[config.mk]
export PLATFORM = sky130hd
export DESIGN_NAME = kitchen_timer_multi
export DESIGN_NICKNAME = d
export VERILOG_FILES = /design/src/rtl/kitchen_timer_pkg.sv /design/src/rtl/timer_channel.sv /design/src/rtl/kitchen_timer_multi.sv
export SDC_FILE = /design/constraint.sdc
export NUM_CORES = 1
export LEC_CHECK = 0
export CORE_ASPECT_RATIO = 2
export CORE_MARGIN = 1.5
export CORE_UTILIZATION = 49
export CTS_CLUSTER_DIAMETER = 60
export CTS_CLUSTER_SIZE = 16
export DETAILED_ROUTE_END_ITERATION = 16
export PLACE_DENSITY = 0.7
export RECOVER_POWER = 50
export SYNTH_ARGS = -nofsm -noshare
export SYNTH_HDL_FRONTEND = slang
export SYNTH_SLANG_ARGS = --single-unit
[constraint.sdc]
create_clock -name clk -period 6.7 [get_ports clk]
set_input_delay 1.675 -clock clk [delete_from_list [all_inputs] [get_ports clk]]
set_output_delay 1.675 -clock clk [all_outputs]
set_load 0.02 [all_outputs]
[src/rtl/kitchen_timer_pkg.sv]
// Shared definitions for the multi-channel kitchen timer: channel states,
// active-low 7-segment codes (segments g..a) and the mm:ss load limits.
package kitchen_timer_pkg;

    typedef enum logic [1:0] {
        IDLE   = 2'd0,
        RUN    = 2'd1,
        PAUSED = 2'd2,
        DONE   = 2'd3
    } ch_state_t;

    localparam logic [6:0] SEG_0     = 7'b1000000;
    localparam logic [6:0] SEG_1     = 7'b1111001;
    localparam logic [6:0] SEG_2     = 7'b0100100;
    localparam logic [6:0] SEG_3     = 7'b0110000;
    localparam logic [6:0] SEG_4     = 7'b0011001;
    localparam logic [6:0] SEG_5     = 7'b0010010;
    localparam logic [6:0] SEG_6     = 7'b0000010;
    localparam logic [6:0] SEG_7     = 7'b1111000;
    localparam logic [6:0] SEG_8     = 7'b0000000;
    localparam logic [6:0] SEG_9     = 7'b0010000;
    localparam logic [6:0] SEG_BLANK = 7'b1111111;

    localparam logic [6:0] MAX_MIN = 7'd99;
    localparam logic [5:0] MAX_SEC = 6'd59;

    // BCD digit to active-low segment pattern; anything above 9 is dark.
    function automatic logic [6:0] seg_decode(input logic [3:0] digit);
        logic [6:0] seg;
        case (digit)
            4'd0:    seg = SEG_0;
            4'd1:    seg = SEG_1;
            4'd2:    seg = SEG_2;
            4'd3:    seg = SEG_3;
            4'd4:    seg = SEG_4;
            4'd5:    seg = SEG_5;
            4'd6:    seg = SEG_6;
            4'd7:    seg = SEG_7;
            4'd8:    seg = SEG_8;
            4'd9:    seg = SEG_9;
            default: seg = SEG_BLANK;
        endcase
        return seg;
    endfunction

endpackage

[src/rtl/timer_channel.sv]
// One countdown channel: holds mm:ss and its IDLE/RUN/PAUSED/DONE state.
// Command inputs arrive already qualified by channel select; any command
// in a cycle takes precedence over the shared 1 Hz tick.
module timer_channel
    import kitchen_timer_pkg::*;
(
    input  logic      clk,
    input  logic      rst,
    input  logic      load,
    input  logic      start,
    input  logic      pause,
    input  logic      ack,
    input  logic      tick,
    input  logic [6:0] set_min,
    input  logic [5:0] set_sec,
    output logic [6:0] min,
    output logic [5:0] sec,
    output ch_state_t  state
);

    function automatic logic [6:0] sat_min(input logic [6:0] v);
        return (v > MAX_MIN) ? MAX_MIN : v;
    endfunction

    function automatic logic [5:0] sat_sec(input logic [5:0] v);
        return (v > MAX_SEC) ? MAX_SEC : v;
    endfunction

    logic is_zero;
    logic last_sec;

    assign is_zero  = (min == 7'd0) && (sec == 6'd0);
    // The coming decrement takes 00:01 to 00:00 and ends the countdown.
    assign last_sec = (min == 7'd0) && (sec == 6'd1);

    // Channel state machine with priority load > ack > start > pause > tick
    always_ff @(posedge clk) begin
        if (rst) begin
            state <= IDLE;
            min   <= 7'd0;
            sec   <= 6'd0;
        end else if (load) begin
            state <= IDLE;
            min   <= sat_min(set_min);
            sec   <= sat_sec(set_sec);
        end else if (ack) begin
            if (state == DONE) begin
                state <= IDLE;
                min   <= 7'd0;
                sec   <= 6'd0;
            end
        end else if (start) begin
            case (state)
                IDLE:    state <= is_zero ? DONE : RUN;
                PAUSED:  state <= RUN;
                default: state <= state;
            endcase
        end else if (pause) begin
            if (state == RUN) begin
                state <= PAUSED;
            end
        end else if (tick && (state == RUN)) begin
            if (sec != 6'd0) begin
                sec <= sec - 6'd1;
                if (last_sec) begin
                    state <= DONE;
                end
            end else if (min != 7'd0) begin
                sec <= MAX_SEC;
                min <= min - 7'd1;
            end else begin
                // 00:00 is terminal; a running channel should never sit here.
                state <= DONE;
            end
        end
    end

endmodule

[src/rtl/kitchen_timer_multi.sv]
// N-channel mm:ss kitchen timer. Shared 1 Hz prescaler drives all channels;
// one multiplexed 4-digit active-low display shows the channel picked by
// disp_sel, blinking dark on alternate half-seconds while that channel is DONE.
module kitchen_timer_multi
    import kitchen_timer_pkg::*;
#(
    parameter int NUM_CH   = 4,
    parameter int TICK_DIV = 100_000_000,
    parameter int SCAN_DIV = 100_000,
    parameter int CH_W     = (NUM_CH > 1) ? $clog2(NUM_CH) : 1
) (
    input  logic              clk,
    input  logic              rst,
    input  logic              load,
    input  logic [CH_W-1:0]   ch_sel,
    input  logic [6:0]        set_min,
    input  logic [5:0]        set_sec,
    input  logic              start,
    input  logic              pause,
    input  logic              ack,
    input  logic [CH_W-1:0]   disp_sel,
    output logic [6:0]        cathode,
    output logic [3:0]        AN,
    output logic [NUM_CH-1:0] timeUp
);

    localparam int TICK_W = (TICK_DIV > 1) ? $clog2(TICK_DIV) : 1;
    localparam int SCAN_W = (SCAN_DIV > 1) ? $clog2(SCAN_DIV) : 1;

    logic [TICK_W-1:0] tick_cnt;
    logic              tick;
    logic              blink_off;
    logic [SCAN_W-1:0] scan_cnt;
    logic              scan_wrap;
    logic [1:0]        scan_idx;
    logic [CH_W-1:0]   disp_ch;

    logic [6:0]        ch_min   [NUM_CH];
    logic [5:0]        ch_sec   [NUM_CH];
    ch_state_t         ch_state [NUM_CH];

    logic [6:0]        sel_min;
    logic [5:0]        sel_sec;
    logic              sel_done;
    logic              sel_valid;
    logic [3:0]        digit_p0;
    logic              blank_p0;

    assign tick      = (tick_cnt == TICK_W'(TICK_DIV - 1));
    assign blink_off = (tick_cnt >= TICK_W'(TICK_DIV / 2));
    assign scan_wrap = (scan_cnt == SCAN_W'(SCAN_DIV - 1));

    // Free-running 1 Hz prescaler; commands never restart it
    always_ff @(posedge clk) begin
        if (rst) begin
            tick_cnt <= '0;
        end else if (tick) begin
            tick_cnt <= '0;
        end else begin
            tick_cnt <= tick_cnt + TICK_W'(1);
        end
    end

    for (genvar i = 0; i < NUM_CH; i++) begin : g_ch
        logic hit;
        assign hit = (ch_sel == CH_W'(i));

        timer_channel u_ch (
            .clk     (clk),
            .rst     (rst),
            .load    (load  & hit),
            .start   (start & hit),
            .pause   (pause & hit),
            .ack     (ack   & hit),
            .tick    (tick),
            .set_min (set_min),
            .set_sec (set_sec),
            .min     (ch_min[i]),
            .sec     (ch_sec[i]),
            .state   (ch_state[i])
        );
    end

    // Alarm outputs follow DONE one cycle behind the state
    always_ff @(posedge clk) begin
        if (rst) begin
            timeUp <= '0;
        end else begin
            for (int i = 0; i < NUM_CH; i++) begin
                timeUp[i] <= (ch_state[i] == DONE);
            end
        end
    end

    // Digit scan prescaler; the shown channel is re-latched at each slot boundary
    always_ff @(posedge clk) begin
        if (rst) begin
            scan_cnt <= '0;
            scan_idx <= 2'd0;
            disp_ch  <= '0;
        end else if (scan_wrap) begin
            scan_cnt <= '0;
            scan_idx <= scan_idx + 2'd1;
            disp_ch  <= disp_sel;
        end else begin
            scan_cnt <= scan_cnt + SCAN_W'(1);
        end
    end

    // Stage p0: pick the displayed channel and split its value into the current digit
    always_comb begin
        sel_min   = 7'd0;
        sel_sec   = 6'd0;
        sel_done  = 1'b0;
        sel_valid = 1'b0;
        for (int i = 0; i < NUM_CH; i++) begin
            if (disp_ch == CH_W'(i)) begin
                sel_min   = ch_min[i];
                sel_sec   = ch_sec[i];
                sel_done  = (ch_state[i] == DONE);
                sel_valid = 1'b1;
            end
        end

        case (scan_idx)
            2'd0:    digit_p0 = 4'(sel_sec % 6'd10);
            2'd1:    digit_p0 = 4'(sel_sec / 6'd10);
            2'd2:    digit_p0 = 4'(sel_min % 7'd10);
            default: digit_p0 = 4'(sel_min / 7'd10);
        endcase

        blank_p0 = !sel_valid || (sel_done && blink_off);
    end

    // Stage p1: registered segment and anode drive
    always_ff @(posedge clk) begin
        if (rst) begin
            cathode <= SEG_0;
            AN      <= 4'b1110;
        end else begin
            cathode <= blank_p0 ? SEG_BLANK : seg_decode(digit_p0);
            AN      <= ~(4'b0001 << scan_idx);
        end
    end

endmodule

# Word level (Yosys, flattened, before mapping)
# Memory sizes are Yosys's and may differ from the RTL's.
# Cells that the tools add are included.
dict set report word_totals {
  out_inout_bits 15
  elab_cells 320
  memories 1
  register_bits 123
  mem_bits_ro 112
  latchBits 0
  ramBits 0
}
# name depth width rd rd_clocked_by_memory_dff wr line_no
set memory_table {}
lappend memory_table {{(no name shown)} 16 7 1 0 0 kitchen_timer_pkg.sv:30} ;# case (digit)
dict set report classes {
  multipliers 0
  shift 1
  bitwise_logic 17
  n_reduce_logical 73
  n_lt_le_gt_ge 3
  n_addsub 11
  n_eq_ne 62
  div 4
  n_mux 128
}
# cell count
set ops {}
lappend ops {{two-way mux 7 bit} 37}
lappend ops {{two-way mux 6 bit} 38}
lappend ops {{two-way mux 2 bit} 40}
lappend ops {{AND reduction 6 bit} 8}
lappend ops {{!= test 5 x 1 -> 1 bit (second input constant)} 8}
lappend ops {{!= test 3 x 2 -> 1 bit (second input constant)} 12}
lappend ops {{nonzero test 4 bit} 8}
lappend ops {{logical NOT 7 bit} 4}
lappend ops {{nonzero test 7 bit} 4}
lappend ops {{subtractor 7 x 1 -> 7 bit (second input constant)} 4}
lappend ops {{adder 27 x 1 -> 27 bit (second input constant)} 1}
lappend ops {{equality test 27 bit (second input constant)} 1}
lappend ops {{>= comparator 27 x 26 -> 1 bit (second input constant)} 1}
lappend ops {{equality test 2 bit (second input constant)} 13}
lappend ops {{equality test 6 x 1 -> 1 bit (second input constant)} 4}
lappend ops {{logical NOT 6 bit} 4}
lappend ops {{nonzero test 3 bit} 8}
lappend ops {{nonzero test 6 bit} 4}
lappend ops {{subtractor 6 x 1 -> 6 bit (second input constant)} 4}
lappend ops {{AND reduction 5 bit} 4}
lappend ops {{adder 17 x 1 -> 17 bit (second input constant)} 1}
lappend ops {{equality test 17 bit (second input constant)} 1}
lappend ops {{AND 1 bit} 16}
lappend ops {{!= test 4 x 3 -> 1 bit (second input constant)} 4}
lappend ops {{other kinds (21)} 70}

# Logic depth before layout (Yosys ltp)
# Gate-level depths: netlist (run 1).
# An unclocked memory read counts as a cell.
dict set report logic_depth {
  depth_word 9
  depth_mapped 23
}

# Cells and area by module
# From an unflattened synthesis (run 1), not the netlist that was laid out.
dict set report hier_totals {
  cells_unflattened 1064
  hier_area_um2 8793.4
}
# mod cells_each area_each_um2 seq_area_each_um2 instances
set modules_own_cells {}
lappend modules_own_cells {timer_channel 141 1108.6 300.3 4}
lappend modules_own_cells {kitchen_timer_multi 500 4359.2 1261.2 1}

# Least setup slack after synthesis (run 1)
# Ideal clock, no wire load.
dict set report synth_path {
  path_kind {reg-to-reg}
  from {register scan_idx[0]}
  to {register cathode[6]}
  required_ns 6.580
  t_arrival_ns 5.062
  slack_ns 1.518
  setup_ns 0.120
  path_stages_with_launch 23
  path_cell_list {dfxtp_1 -> inv_1 -> ha_1 -> clkbuf_1 -> mux4_2 -> mux2_2 -> o2111ai_1 -> nand2_1 -> ha_1 -> nor4b_1 -> or2_2 -> a31o_1 -> nor3_2 -> xnor2_1 -> ha_1 -> a21oi_1 -> a211o_4 -> a21o_1 -> o22ai_2 -> inv_1 -> ha_1 -> mux2_4 -> a211o_1}
}
dict set report synth_via {
  elab_chain_cells 3
  elab_cells_between_ends 5
}
# element line_no
set synth_rtl {}
lappend synth_rtl {{start: declaration} kitchen_timer_multi.sv:35} ;# logic [1:0] scan_idx;
lappend synth_rtl {{start signal: assignment} kitchen_timer_multi.sv:103} ;# scan_idx <= scan_idx + 2'd1;
lappend synth_rtl {{equality test 2 bit (tied with other cells)} kitchen_timer_multi.sv:125} ;# case (scan_idx)
lappend synth_rtl {{one-hot mux 4 bit (3 select lines) (*)} kitchen_timer_multi.sv:125}
lappend synth_rtl {{memory read (16 x 7 bit) (*)} -}
lappend synth_rtl {{end signal: assignment} kitchen_timer_multi.sv:141} ;# cathode <= blank_p0 ? SEG_BLANK : seg_decode(digit_p0);
lappend synth_rtl {{end: declaration} kitchen_timer_multi.sv:22} ;# output logic [6:0] cathode,
# Every way passes the cells marked *; elsewhere a longest branch is shown, timed or not.
# A chain may end at the register's enable or synchronous reset.

# Final worst setup path (run 1)
dict set report layout_path {
  from {input port rst}
  to {register tick_cnt[10]}
}
dict set report layout_via {
  elab_chain_cells 1
}
# element line_no
set layout_rtl {}
lappend layout_rtl {{start: declaration} kitchen_timer_multi.sv:13} ;# input logic rst,
lappend layout_rtl {{OR reduction 2 bit (no line)} -}
lappend layout_rtl {{end signal: assignment} kitchen_timer_multi.sv:60} ;# tick_cnt <= tick_cnt + TICK_W'(1);
lappend layout_rtl {{end: declaration} kitchen_timer_multi.sv:30} ;# logic [TICK_W-1:0] tick_cnt;
# Every way passes these cells.

==> results of run 1 <==
==> critical path, stage by stage <==
cell and delay [ns]:
buf_2 0.07, clkbuf_1 2.55, inv_2 0.95, nand2_1 1.01, nor2_1 0.12
==> layer usage <==
layer / up-vias / track usage
met5: - / 0
met4: 0 / 0.216
met3: 96 / 0.0490
met2: 228 / 0.521
met1: 3684 / 0.275
li1: 3720 / -
==> power groups by stage <==
stage / combinational [mW] / sequential (mW) / clock, mW
5_1_grt: 0.473 / 0.805 / 0.988
4_1_cts: 0.427 / 0.801 / 0.958
6_report: 0.428 / 0.802 / 0.944
3_3_place_gp: 0.420 / 0.817 / 0
2_1_floorplan: 0.304 / 0.814 / 0
3_5_place_dp: 0.425 / 0.817 / 0
==> layout make-up <==
| cell class | instances | area (sq um) | area share |
|---|---|---|---|
| tap | 204 | 255 | 0.0275 |
| clock buffer | 18 | 429 | 0.0463 |
| multi-input combinational | 805 | 5390 | 0.581 |
| inverter | 37 | 139 | 0.0150 |
| sequential | 123 | 2460 | 0.266 |
| timing repair buffer | 45 | 422 | 0.0455 |
| clock inverter | 14 | 171 | 0.0185 |
==> cell families (layout without fill, tap and decap cells) <==
family          Yosys count  in the layout
flops                   123            123
buf+inv                  88            114
compound gates          271            271
fa+ha+maj                35             35
xor+xnor                 58             58
mux                      45             45
simple gates            396            396
==> through the flow <==
stage	power, mW	setup slack, ns
2_1_floorplan	1.12	1.52
3_3_place_gp	1.24	0.949
3_5_place_dp	1.24	0.788
4_1_cts	2.19	0.775
5_1_grt	2.27	0.276
6_report	2.17	0.569
==> sequential cells by signal (all words and copies together), names as in the netlist <==
register and cells:
scan_idx 2, cathode 7, g_ch.u_ch.sec 24, tick_cnt 27, disp_ch 2, timeUp 4, g_ch.u_ch.state 8, AN 4
scan_cnt 17, g_ch.u_ch.min 28
==> worst min path at each step <==
stage	to	slack [ns]	cells after the start
after CTS	tick_cnt[0]$_SDFF_PP0_	0.47	1
after global placement	tick_cnt[0]$_SDFF_PP0_	0.44	1
after floorplan	tick_cnt[0]$_SDFF_PP0_	0.43	1
after global routing	tick_cnt[0]$_SDFF_PP0_	0.50	1
final	tick_cnt[0]$_SDFF_PP0_	0.46	1
after detailed placement	tick_cnt[0]$_SDFF_PP0_	0.46	1
==> layout by cell type, fill, tap and decap left out, types with 10 or more instances in the layout <==
cell	instances
o21ai_0	40
inv_1	35
xor2_1	34
or3_1	12
nand2_1	91
a211oi_1	29
mux4_2	20
clkbuf_16	17
o22ai_1	20
nor3_1	29
dlygate4sd3_1	15
clkdlybuf4s50_1	21
nor2_1	144
nand3_1	31
dfxtp_1	123
a31oi_1	10
nand2b_1	11
xnor2_1	24
mux2i_1	18
nor2b_1	10
ha_1	35
a21oi_1	80
==> results.sh, run 1 <==
export IMPL_outcome="finished, violations left"
export IMPL_violations="capacitance limit, slew limit"
export IMPL_start_util=0.502
export IMPL_n_fill_cell=1526
export IMPL_clock_sinks=123
export IMPL_setup_violations=0
export IMPL_power_density_nw_per_um2=235
export IMPL_ys_warn_count=0
export IMPL_cp_max_fo=69
export IMPL_grt_pass1_vias=7629
export IMPL_ant_nets=0
export IMPL_crit_path_end_kind="flip-flop"
export IMPL_area_delta_synth_final_pct=12.9
export IMPL_syn_num_nets=1074
export IMPL_synthCells=1016
export IMPL_first_iter_violations=332
export IMPL_yosys_area_top_type_share=0.300
export IMPL_finClkSkew_ns=0.00859
export IMPL_final_net_count=1087
export IMPL_fp_dieW_um=94.5
export IMPL_cts_repair_resized=0
export IMPL_finalInstanceArea_sq_um=9270
export IMPL_required_ns=6.97
export IMPL_period_needed_ns=6.13
export IMPL_firstDrtPassIters=5
export IMPL_grt_max_degree=70
export IMPL_synth_area_per_cell_sq_um=8.08
export IMPL_dieArea_sq_um=17600
export IMPL_finalCritPeriodShare=0.915
export IMPL_fin_cells=1246
export IMPL_tightest_slew_ns=3.63
export IMPL_synth_xor_area_share=0.0619
export IMPL_synthSimpleGateAreaFrac=0.230
export IMPL_wl_met2_um=12600
export IMPL_core_sq_um=16400
export IMPL_vdd_drop_max_v=0.000162
export IMPL_power_internal_mw=1.53
export IMPL_timing_rr_end="cathode[6]$_SDFF_PP1_"
export IMPL_io_pins=38
export IMPL_cts_tree="yes"
export IMPL_clk_transition_reported_paths_ns=0.05
export IMPL_antenna_found_initial=0
export IMPL_synth_compound_area_frac=0.221
export IMPL_synth_seq_cells=123
export IMPL_p_switching_mw=0.647
export IMPL_numCtsBuffers=17
export IMPL_p_leak_nw=3.57
export IMPL_startpoint="rst"
export IMPL_synth_area_leader_cell="dfxtp_1"
export IMPL_htree_levels=4
export IMPL_vias_per_cell=6.20
export IMPL_r2r_cells=20
export IMPL_top_layer_used="met4"
export IMPL_synthAdderAreaFrac=0.0534
export IMPL_hold_slack_ns=0.462
export IMPL_io_buffers=37
export IMPL_hpwl_um=17700
export IMPL_drc_errors=0
export IMPL_grt_use_total=0.285
export IMPL_hold_viol_final=0
export IMPL_cp_endpoint="tick_cnt[10]$_SDFF_PP0_"
export IMPL_grt_ovfl_total=0
export IMPL_netlist_top_cells_area="dfxtp_1 (30%), nor2_1 (6.6%), mux4_2 (5.5%)"
export IMPL_cts_setup_buffers=0
export IMPL_synth_area_sq_um=8210
export IMPL_antenna_cells=0
export IMPL_path_class="primary input to flip-flop"
export IMPL_synthTopCellsByCount="nor2_1 (144), dfxtp_1 (123), nand2_1 (91)"
export IMPL_synthFlopType="dfxtp_1"
export IMPL_pwr_share_clk=0.434
export IMPL_hold_class="flip-flop to flip-flop"
export IMPL_seqPwrFrac=0.369
export IMPL_synth_seq_area_share=0.300
export IMPL_final_layout_size_suffix_gt1_frac=0.0854
export IMPL_power_frac_comb=0.197
export IMPL_routedWlPerCell_um=19.0
export IMPL_wl_met3_um=861
export IMPL_wl_met1_um=8350
export IMPL_cp_start_kind="primary input"
export IMPL_placed_area_sq_um=8670
export IMPL_cap_violations=1
export IMPL_switching_share=0.298
export IMPL_wl_um=23600
export IMPL_grt_pass1_wl_um=38300
export IMPL_async_flop_share=0
export IMPL_slew_violations=70
export IMPL_yosys_cell_types_count=79
export IMPL_die_y_um=186
export IMPL_dp_cells=1214
export IMPL_yosysMostFrequentCell="nor2_1"
export IMPL_rows=66
export IMPL_postLayoutCoreUtil=0.567
export IMPL_place_gp_congestion=0.919
export IMPL_synth_top_family_by_area="simple AND/OR/NAND/NOR gates"
export IMPL_clock_fmax_mhz=163
export IMPL_arrival_ns=6.40
export IMPL_synth_edff_count=0
export IMPL_muxShareOfSynthArea=0.0897
export IMPL_cts_hold_buf=0
export IMPL_slew_headroom=-1.42
export IMPL_finalSetupTns_ns=0
export IMPL_cts_root_buffer="clkbuf_16"
export IMPL_worstHoldStart="tick_cnt[0]$_SDFF_PP0_"
export IMPL_cts_max_path_buffers=2
export IMPL_reg2reg_setup_slack_ns=0.78
export IMPL_clk_latency_ns=0.43
export IMPL_worstReg2RegStart="disp_ch[0]$_SDFFE_PP0P_"
export IMPL_vias=7728
export IMPL_rsz0062_at_grt="no"
No activity file was read; power rests on OpenSTA's default activity.
==> inputs of run 2 (changes only) <==
--- a/config.mk
+++ b/config.mk
@@ -5,6 +5,7 @@
 export SDC_FILE = /design/constraint.sdc
 export NUM_CORES = 1
 export LEC_CHECK = 0
+export ABC_CLOCK_PERIOD_IN_PS = 6700
 export CORE_ASPECT_RATIO = 2
 export CORE_MARGIN = 1.5
 export CORE_UTILIZATION = 49
==> results of run 2 <==
No change in the layout: final DEF, timing and power equal those of run 1.
